==> config.mk <==
export PLATFORM = sky130hd
export DESIGN_NAME = ntt_bitrev_reorder_ctrl
export DESIGN_NICKNAME = d
export VERILOG_FILES = /design/src/rtl/ntt_bitrev_reorder_ctrl.sv
export SDC_FILE = /design/constraint.sdc
export NUM_CORES = 1
export LEC_CHECK = 0
export ABC_CLOCK_PERIOD_IN_PS = 2500
export CAP_MARGIN = 20
export CORE_MARGIN = 1.5
export CORE_UTILIZATION = 45
export DETAILED_ROUTE_END_ITERATION = 10
export PLACE_DENSITY = 0.6
export SKIP_LAST_GASP = 1
export SLEW_MARGIN = 20
export SYNTH_ARGS = -nofsm -noshare
export SYNTH_HDL_FRONTEND = slang
export SYNTH_SLANG_ARGS = --single-unit
==> constraint.sdc <==
create_clock -name clk -period 2.5 [get_ports clk]
set_clock_uncertainty 0.05 [all_clocks]
set_input_delay 0.25 -clock clk [delete_from_list [all_inputs] [get_ports clk]]
set_output_delay 0.25 -clock clk [all_outputs]
set_load 0.01 [all_outputs]
==> src/rtl/ntt_bitrev_reorder_ctrl.sv <==
// Ping-pong frame buffer that re-emits N-point NTT frames in bit-reversed order.
// Optional NTT_BITREV_BYPASS_EN adds a per-frame bypass input for natural-order drain.

// state          | meaning
// BANK_EMPTY     | bank holds no frame, writable
// BANK_FILLING   | bank partially written
// BANK_FULL      | bank holds a complete frame, nothing read yet
// BANK_DRAINING  | bank partially read out
module ntt_bitrev_reorder_ctrl #(
   parameter int WIDTH = 8,
   parameter int LOG_N = 3
) (
   input  logic             clk,
   input  logic             rst,
   input  logic             in_valid,
   output logic             in_ready,
   input  logic [WIDTH-1:0] in_data,
   output logic             out_valid,
   input  logic             out_ready,
   output logic [WIDTH-1:0] out_data,
   output logic             out_last,
   output logic             busy
`ifdef NTT_BITREV_BYPASS_EN
   ,
   input  logic             bypass
`endif
);

   localparam int N = 1 << LOG_N;
   localparam logic [LOG_N-1:0] CNT_MAX = LOG_N'(N - 1);

   typedef enum logic [1:0] {
      BANK_EMPTY,
      BANK_FILLING,
      BANK_FULL,
      BANK_DRAINING
   } bank_state_t;

   bank_state_t      bank_q [2];
   bank_state_t      bank_d [2];
   logic             wr_bank_q, wr_bank_d;
   logic             rd_bank_q, rd_bank_d;
   logic [LOG_N-1:0] wr_cnt_q, wr_cnt_d;
   logic [LOG_N-1:0] rd_cnt_q, rd_cnt_d;
   logic [WIDTH-1:0] mem [2][N];
   logic             wr_en, rd_en;
   logic             out_valid_d;
   logic [LOG_N-1:0] rd_addr_d;
   logic [WIDTH-1:0] rd_data_d;
`ifdef NTT_BITREV_BYPASS_EN
   logic             byp_q [2];
   logic             byp_d [2];
`endif

   function automatic logic [LOG_N-1:0] bitrev(input logic [LOG_N-1:0] a);
      logic [LOG_N-1:0] r;
      r = '0;
      for (int i = 0; i < LOG_N; i++) r[i] = a[LOG_N-1-i];
      return r;
   endfunction

   assign in_ready  = (bank_q[wr_bank_q] == BANK_EMPTY) || (bank_q[wr_bank_q] == BANK_FILLING);
   assign out_valid = (bank_q[rd_bank_q] == BANK_FULL) || (bank_q[rd_bank_q] == BANK_DRAINING);
   assign busy      = (bank_q[0] != BANK_EMPTY) || (bank_q[1] != BANK_EMPTY);
   assign wr_en     = in_valid & in_ready;
   assign rd_en     = out_valid & out_ready;

   always_comb begin
      bank_d[0] = bank_q[0];
      bank_d[1] = bank_q[1];
      wr_bank_d = wr_bank_q;
      wr_cnt_d  = wr_cnt_q;
      rd_bank_d = rd_bank_q;
      rd_cnt_d  = rd_cnt_q;
`ifdef NTT_BITREV_BYPASS_EN
      byp_d[0]  = byp_q[0];
      byp_d[1]  = byp_q[1];
`endif

      // Read and write always target different banks, so both updates can apply.
      if (rd_en) begin
         if (rd_cnt_q == CNT_MAX) begin
            bank_d[rd_bank_q] = BANK_EMPTY;
            rd_cnt_d          = '0;
            rd_bank_d         = ~rd_bank_q;
         end else begin
            bank_d[rd_bank_q] = BANK_DRAINING;
            rd_cnt_d          = rd_cnt_q + 1'b1;
         end
      end

      if (wr_en) begin
`ifdef NTT_BITREV_BYPASS_EN
         if (wr_cnt_q == '0) byp_d[wr_bank_q] = bypass;
`endif
         if (wr_cnt_q == CNT_MAX) begin
            bank_d[wr_bank_q] = BANK_FULL;
            wr_cnt_d          = '0;
            wr_bank_d         = ~wr_bank_q;
         end else begin
            bank_d[wr_bank_q] = BANK_FILLING;
            wr_cnt_d          = wr_cnt_q + 1'b1;
         end
      end

      out_valid_d = (bank_d[rd_bank_d] == BANK_FULL) || (bank_d[rd_bank_d] == BANK_DRAINING);
`ifdef NTT_BITREV_BYPASS_EN
      rd_addr_d   = byp_d[rd_bank_d] ? rd_cnt_d : bitrev(rd_cnt_d);
`else
      rd_addr_d   = bitrev(rd_cnt_d);
`endif

      // Forward the word being written this edge in case it is the next read target.
      rd_data_d = mem[rd_bank_d][rd_addr_d];
      if (wr_en && (wr_bank_q == rd_bank_d) && (wr_cnt_q == rd_addr_d)) rd_data_d = in_data;
   end

   always_ff @(posedge clk) begin
      if (rst) begin
         bank_q[0] <= BANK_EMPTY;
         bank_q[1] <= BANK_EMPTY;
         wr_bank_q <= 1'b0;
         wr_cnt_q  <= '0;
         rd_bank_q <= 1'b0;
         rd_cnt_q  <= '0;
         out_data  <= '0;
         out_last  <= 1'b0;
`ifdef NTT_BITREV_BYPASS_EN
         byp_q[0]  <= 1'b0;
         byp_q[1]  <= 1'b0;
`endif
      end else begin
         bank_q[0] <= bank_d[0];
         bank_q[1] <= bank_d[1];
         wr_bank_q <= wr_bank_d;
         wr_cnt_q  <= wr_cnt_d;
         rd_bank_q <= rd_bank_d;
         rd_cnt_q  <= rd_cnt_d;
         out_data  <= rd_data_d;
         out_last  <= out_valid_d && (rd_cnt_d == CNT_MAX);
`ifdef NTT_BITREV_BYPASS_EN
         byp_q[0]  <= byp_d[0];
         byp_q[1]  <= byp_d[1];
`endif
      end
   end

   always_ff @(posedge clk) begin
      if (!rst && wr_en) mem[wr_bank_q][wr_cnt_q] <= in_data;
   end

endmodule

==> summary.md, run 1 <==
| Metric | Value |
|---|---|
| Initial Util | `46.3%` |
| Comb power frac | `3.8%` |
| Vias in the first global route | `4827` |
| Critical path startpoint category | `register` |
| PD cells | `704 nW/µm²` |
| Residual DRC | `0` |
| Slowest cell delay on critical path | `0.37 ns` |
| Crit-path cells | `ha_1, ha_2, and3_1, o21a_2, o21ai_1, buf_4, a21oi_1, nor4_2, buf_4, a311oi_2` |
| Sw frac | `19.9%` |
| CTS root buf | `clkbuf_16` |
| Share of layout cells above drive strength 1 | `23.1%` |
| Unique masters post-synth | `50` |
| P_sw | `1.14 mW` |
| Post-DP HPWL | `12100 µm` |
| Outcome | `completed` |
| CP max-delay cell | `nor4_2` |
| Htree depth | `4` |
| R2R depth | `10` |
| IO buf count | `23` |
| Time the worst path needs with I/O delays and setup | `2.41 ns` |
| Largest area contributor in the netlist | `edfxtp_1` |
| Total gr overflow | `0` |
| Share of the synthesized area in the top cell type | `59.6%` |
| Critical Path RT | `2.75 ns` |
| Routed len/inst | `22.5 µm` |
| Max Transition Viols Final | `0` |
| Total GRT Usage | `25.6%` |
| Final-report setup violation count | `0` |
| Most frequent cells in the layout | `128 x edfxtp_1, 72 x buf_4, 54 x nand3_1, 49 x a21oi_1, 48 x o21ai_0` |
| Part of the power in registers | `48.0%` |
| Num rows | `43` |
| HP Class | `in2reg` |
| Most common cell after layout, fill and taps aside | `edfxtp_1` |
| Critical Path End Type | `register` |
| Final-report hold violation count | `0` |
| Fin cells | `803` |
| Hold Path End | `wr_cnt_q[0]` |
| R2r startpoint | `rd_cnt_q[0]` |
| Register bit total from synthesis | `150` |
| Worst skew pair latency | `0.42 ns` |
| Power, Total | `5.73 mW` |
| Synthesized net count | `545` |
| Antenna Cells | `0` |
| Max Clk Rate | `415 MHz` |
| CTS Buf Count | `17` |
| IO Count | `24` |
| Top cells by area, synth | `edfxtp_1 60%, dfxtp_1 6.8%, a21oi_1 4.4%, nand3_1 4.2%, o21ai_0 4.0%` |
| Antenna Nets Post-Route | `0` |
| Placer Congestion | `0.871` |
| Post-Syn Area per Cell | `12.2 µm²` |
| Internal cell power | `4.60 mW` |
| Worst min-delay path startpoint | `rst` |
| Register area share after synthesis | `66.5%` |
| Crit path arrival time | `2.66 ns` |
| Core area | `13900 µm²` |
| Dominant synthesized flop cell | `edfxtp_1` |
| LEAKAGE | `2.86 nW` |
| Tcrit/Tclk final | `96.4%` |
| CTS tree | `done` |
| Layout Nets | `628` |
| Initial antenna violation count | `0` |
| Longest Clk Path Bufs | `2` |
| Ys Warns | `0` |
| CP Class | `reg2reg` |
| Die Width | `123 µm` |
| Via density | `6.00` |
| DRT iter0 DRCs | `397` |
| CTS Sinks | `150` |
| Post-Synthesis Cells | `528` |
| Largest net degree at the start of global routing | `49` |
| First-pass GRT wire length | `27800 µm` |
| Final hold slack | `0.535 ns` |
| Clk pwr share | `48.2%` |
| Mapped Area | `6450 µm²` |
| Post-route setup TNS | `0 ns` |
| Max-cap viol count | `0` |
| Initial DRT Pass Iterations | `5` |
| FF-to-FF End | `out_data[5]` |
| Hold Path Depth | `2` |
| Die Footprint | `15100 µm²` |
| R2r setup slk | `0.09 ns` |
| Total number of vias | `4818` |
| Max FO, Critical Path | `8` |
| Most used cell, CP | `buf_4` |
| Placed Instances | `770` |
| EDFF count, synth | `128` |
| Async S/R FF share, synth | `0%` |
| Worst-margin pin slew | `0.775 ns` |
| Rel. slew slack | `48.2%` |
| Total wire length | `18100 µm` |
| Die Ht | `123 µm` |
| Clock input transition at the sequential cells of the worst setup and hold paths | `0.06 ns` |
| Peak VDD IR | `516 µV` |
| Area Overhead vs Synth | `26.4%` |
## cell usage after synthesis (all sizes together), types with 9 or more instances
master,n
edfxtp,128
o21ai,61
a21oi,57
nand3,55
nor2,30
nand2,28
dfxtp,22
clkbuf,20
a211oi,19
buf,17
nor3,14
and3,11
nor4,9
## per-stage QoR
stage	worst slack [ns]	area, µm²	util (%)
floorplan	0.0825	6450	-
global placement	-0.237	7360	52.8
detailed placement	-0.244	7360	52.8
CTS	-0.0233	8040	57.7
global route	-0.0123	8150	58.5
finish	0.0904	8150	58.5
## power groups by stage
stage	sequential [mW]	combinational (mW)	clock, mW
global placement	2.81	0.205	0
finish	2.75	0.218	2.76
floorplan	2.80	0.0715	0
global route	2.75	0.233	2.89
CTS	2.75	0.212	2.79
detailed placement	2.81	0.210	0
## worst max path at each step
stage                              to  cells after the start  slack, ns          from
after floorplan            mem[0][56]                      4       0.08  bank_q[1][1]
after global placement    out_data[4]                      9      -0.24     out_ready
after detailed placement  out_data[4]                      9      -0.24     out_ready
after CTS                 out_data[1]                     10      -0.02   rd_cnt_q[0]
after global routing      out_data[7]                     10      -0.01   rd_cnt_q[1]
final                     out_data[5]                     10       0.09   rd_cnt_q[0]
## flip-flops by register name (all words and copies together) (netlist names), named ones only
| signal | cells |
|---|---|
| wr_cnt_q | 3 |
| out_data | 8 |
| out_last | 1 |
| rd_cnt_q | 3 |
| bank_q | 4 |
| wr_bank_q | 1 |
| mem | 128 |
| rd_bank_q | 1 |
## what timing repair did
action,4_1_cts,5_1_grt
pin swaps,1,6
gates resized for setup,7,25
buffers inserted,1,1
hold buffers,0,0
setup endpoints to repair,6,8
## cell families after synthesis
logic type      synth area share [%]
simple gates                    13.1
compound gates                  15.0
flops                           66.5
buf+inv                         3.22
fa+ha+maj                      0.970
xor+xnor                       0.544
mux                            0.679
## routing by layer
layer / routed length (µm) / up-vias / track usage [%]
met5: 0 / - / 0
met2: 9070 / 200 / 41.5
met4: 444 / 0 / 11.0
met1: 7500 / 2378 / 33.2
met3: 1090 / 33 / 5.48
li1: - / 2207 / -
## critical path: cells and delay by family (launching register included)
kind | cells | cell delay [ns]
AND/OR/NAND/NOR | 2 | 0.59
AO/OA/AOI/OAI | 4 | 0.53
adder cells (fa/ha/maj) | 2 | 0.43
buffers and inverters | 2 | 0.38
flip-flops | 1 | 0.31
## layout make-up
class	count	area, µm²
timing repair buffer	101	891
multi-input combinational	338	2100
tap	180	225
clock buffer	19	433
clock inverter	12	203
sequential	150	4280
fill	1129	5790
inverter	3	16.3
Power figures use the tool's default switching activity.
==> run 2, diff against run 1 <==
--- a/config.mk
+++ b/config.mk
@@ -12,7 +12,6 @@
 export DETAILED_ROUTE_END_ITERATION = 10
 export PLACE_DENSITY = 0.6
 export SKIP_LAST_GASP = 1
-export SLEW_MARGIN = 20
 export SYNTH_ARGS = -nofsm -noshare
 export SYNTH_HDL_FRONTEND = slang
 export SYNTH_SLANG_ARGS = --single-unit
==> results of run 2 <==
Same layout as run 1: the final DEF is identical, and so are final timing and power.
==> run 3, diff against run 2 <==
--- a/config.mk
+++ b/config.mk
@@ -10,7 +10,7 @@
 export CORE_MARGIN = 1.5
 export CORE_UTILIZATION = 45
 export DETAILED_ROUTE_END_ITERATION = 10
-export PLACE_DENSITY = 0.6
+export PLACE_DENSITY = 0.74
 export SKIP_LAST_GASP = 1
 export SYNTH_ARGS = -nofsm -noshare
 export SYNTH_HDL_FRONTEND = slang
==> run 3 against run 2 <==
Net effect: the flow now finishes with violations (setup timing); worst setup slack lost 0.11 ns; global-route usage shrank 0.65 points; fmax shrank 4.2%; register-to-register slack lost 0.11 ns; combinational power is essentially flat; sequential power is essentially flat; first-iteration DRC count grew 110%; power shrank 4.6%; count of clock-buffer cells in the layout is the same; sequential share of layout area grew 0.80 points; clock power shrank 9.4%; critical endpoint unchanged; largest cell class unchanged; largest power group is now sequential cells.
==> summary.md, run 3 (synthesized netlist as in run 1, its figures left out) <==
| Metric | Value |
|---|---|
| Outcome | `finished, violations left` |
| Failing checks | `setup timing` |
| Area Overhead vs Synth | `24.5%` |
| DRT iter0 DRCs | `840 (+110%)` |
| Htree depth | `4 (unchanged)` |
| Clock input transition at the sequential cells of the worst setup and hold paths | `0.06 ns (about the same)` |
| P_sw | `1.10 mW (-3.1%)` |
| CTS Buf Count | `17 (unchanged)` |
| CP Class | `reg2reg` |
| Die Footprint | `15100 µm² (unchanged)` |
| Die Width | `123 µm (unchanged)` |
| Critical Path RT | `2.73 ns (-0.02 ns)` |
| Num rows | `43 (unchanged)` |
| First-pass GRT wire length | `27300 µm (-1.8%)` |
| Via density | `6.22 (+3.7%)` |
| Fin cells | `803 (unchanged)` |
| Hold Path End | `mem[0][40]` |
| Peak VDD IR | `484 µV (-6.2%)` |
| IO Count | `24 (unchanged)` |
| Post-Place Setup Slack | `-0.144 ns (+0.100 ns)` |
| Total gr overflow | `0 (unchanged)` |
| Top reg by flops | `mem` |
| Worst min-delay path startpoint | `in_data[0]` |
| Comb power frac | `3.9% (about the same)` |
| Max Clk Rate | `398 MHz (-4.2%)` |
| Final hold slack | `0.488 ns (-0.0470 ns)` |
| Max reg flops | `128 (unchanged)` |
| CTS root buf | `clkbuf_16` |
| Final core occ | `57.6% (-0.88 points)` |
| Initial Util | `46.3% (unchanged)` |
| Routed len/inst | `22.3 µm (-1.2%)` |
| CTS tree | `done` |
| Initial DRT Pass Iterations | `6 (+1)` |
| Post-DP HPWL | `11900 µm (-1.7%)` |
| LEAKAGE | `2.82 nW (-1.2%)` |
| Total wire length | `17900 µm (-1.2%)` |
| Final-report setup violation count | `2 (+2)` |
| Residual DRC | `0 (unchanged)` |
| Critical path startpoint category | `register` |
| Placed Instances | `764 (-0.78%)` |
| Hold buffer count at CTS | `0 (unchanged)` |
| Hold Path Depth | `1 (-1)` |
| Total GRT Usage | `24.9% (-0.65 points)` |
| Largest net degree at the start of global routing | `38 (-22%)` |
| R2r startpoint | `rd_cnt_q[0]` |
| Critical Path End Type | `register` |
| Top flop regs | `mem (128), out_data (8), bank_q (4)` |
| R2R depth | `9 (-1)` |
| R2r setup slk | `-0.02 ns (-0.11 ns)` |
| PD cells | `682 nW/µm² (-3.1%)` |
| Rel. slew slack | `61.4% (+13 points)` |
| Vias in the first global route | `5019 (+4.0%)` |
| Most frequent cells in the layout | `128 x edfxtp_1, 72 x buf_4, 54 x nand3_1, 53 x a21oi_1, 50 x o21ai_0` |
| Crit path arrival time | `2.75 ns (+0.09 ns)` |
| Sw frac | `20.2% (+0.31 points)` |
| Longest Clk Path Bufs | `2 (unchanged)` |
| Max Transition Viols Final | `0 (unchanged)` |
| Placed Area | `7290 µm² (-0.95%)` |
| Tcrit/Tclk final | `101% (+4.2 points)` |
| Total number of vias | `4996 (+3.7%)` |
| Antenna Nets Post-Route | `0 (unchanged)` |
| Final WS setup | `-0.0155 ns (-0.106 ns)` |
| HP Class | `in2reg` |
| Core area | `13900 µm² (unchanged)` |
| Internal cell power | `4.37 mW (-4.9%)` |
| Share of layout cells above drive strength 1 | `21.7% (-1.4 points)` |
| FF-to-FF End | `out_data[5]` |
| Power, Total | `5.47 mW (-4.6%)` |
| Layout Nets | `628 (unchanged)` |
| IO buf count | `23 (unchanged)` |
| Part of the power in registers | `50.3% (+2.3 points)` |
| Antenna Cells | `0 (unchanged)` |
| Time the worst path needs with I/O delays and setup | `2.52 ns (+0.106 ns)` |
| Worst-margin pin slew | `0.576 ns (-0.199 ns)` |
| Most common cell after layout, fill and taps aside | `edfxtp_1` |
| Initial antenna violation count | `0 (unchanged)` |
| Placer Congestion | `0.967 (+11%)` |
| Post-route setup TNS | `-0.0267 ns (-0.0267 ns)` |
| RSZ-0062 raised after global routing | `yes` |
| Clk pwr share | `45.7% (-2.5 points)` |
| Die Ht | `123 µm (unchanged)` |
| Max FO, Critical Path | `13 (+5)` |
| Finished Cell Area | `8030 µm² (-1.5%)` |
| CTS Sinks | `150 (unchanged)` |
| Max-cap viol count | `0 (unchanged)` |
| Final-report hold violation count | `0 (unchanged)` |
| Worst skew pair latency | `0.42 ns (about the same)` |
[run 3: what timing repair did]
item | 4_1_cts | 5_1_grt
gates resized for setup | 12 | 12
setup buffers | 0 | 7
cloned | 0 | 1
setup endpoints to repair | 7 | 8
pin swaps | 0 | 3
[run 3: area by class of cell]
class	count	area, µm²
clock buffers	19	433
well taps	180	225
flip-flops and latches	150	4280
repair buffers	100	862
clock inverters	12	136
fillers	1075	5910
multi-input cells	339	2070
inverters	3	16.3
[run 3: metal layers]
metal	vias up	track usage [%]	share of wire, %
met5	-	0	0
met4	0	12.4	3.7
met3	49	6.18	8.6
met2	276	41.7	50
met1	2466	30.0	38
li1	2205	-	-
[run 3: critical path, cell delays in order, from the launching register on]
cell and delay (ns):
dfxtp_1 0.31, ha_1 0.22, ha_1 0.38, and3_4 0.23, buf_4 0.18, o21ai_0 0.28
a21oi_1 0.15, nor4_1 0.29, buf_4 0.18, a311oi_2 0.09
[run 3: power by group through the flow]
stage / combinational (mW) / clock [mW] / sequential, mW
6_report: 0.215 / 2.50 / 2.75
5_1_grt: 0.227 / 2.62 / 2.75
4_1_cts: 0.211 / 2.50 / 2.76
3_5_place_dp: 0.203 / 0 / 2.81
3_3_place_gp: 0.195 / 0 / 2.81
2_1_floorplan: 0.0715 / 0 / 2.80
[run 3: how the worst max path moves through the flow]
stage	startpoint	to	slack, ns	cells past startpoint
2_1_floorplan	bank_q[1][1]	mem[0][56]	0.08	4
3_3_place_gp	out_ready	out_data[5]	-0.17	10
6_report	rd_cnt_q[0]	out_data[5]	-0.02	9
5_1_grt	rd_cnt_q[0]	out_data[5]	-0.08	9
3_5_place_dp	out_ready	out_data[5]	-0.14	10
4_1_cts	rd_cnt_q[0]	out_data[3]	0.0006	9
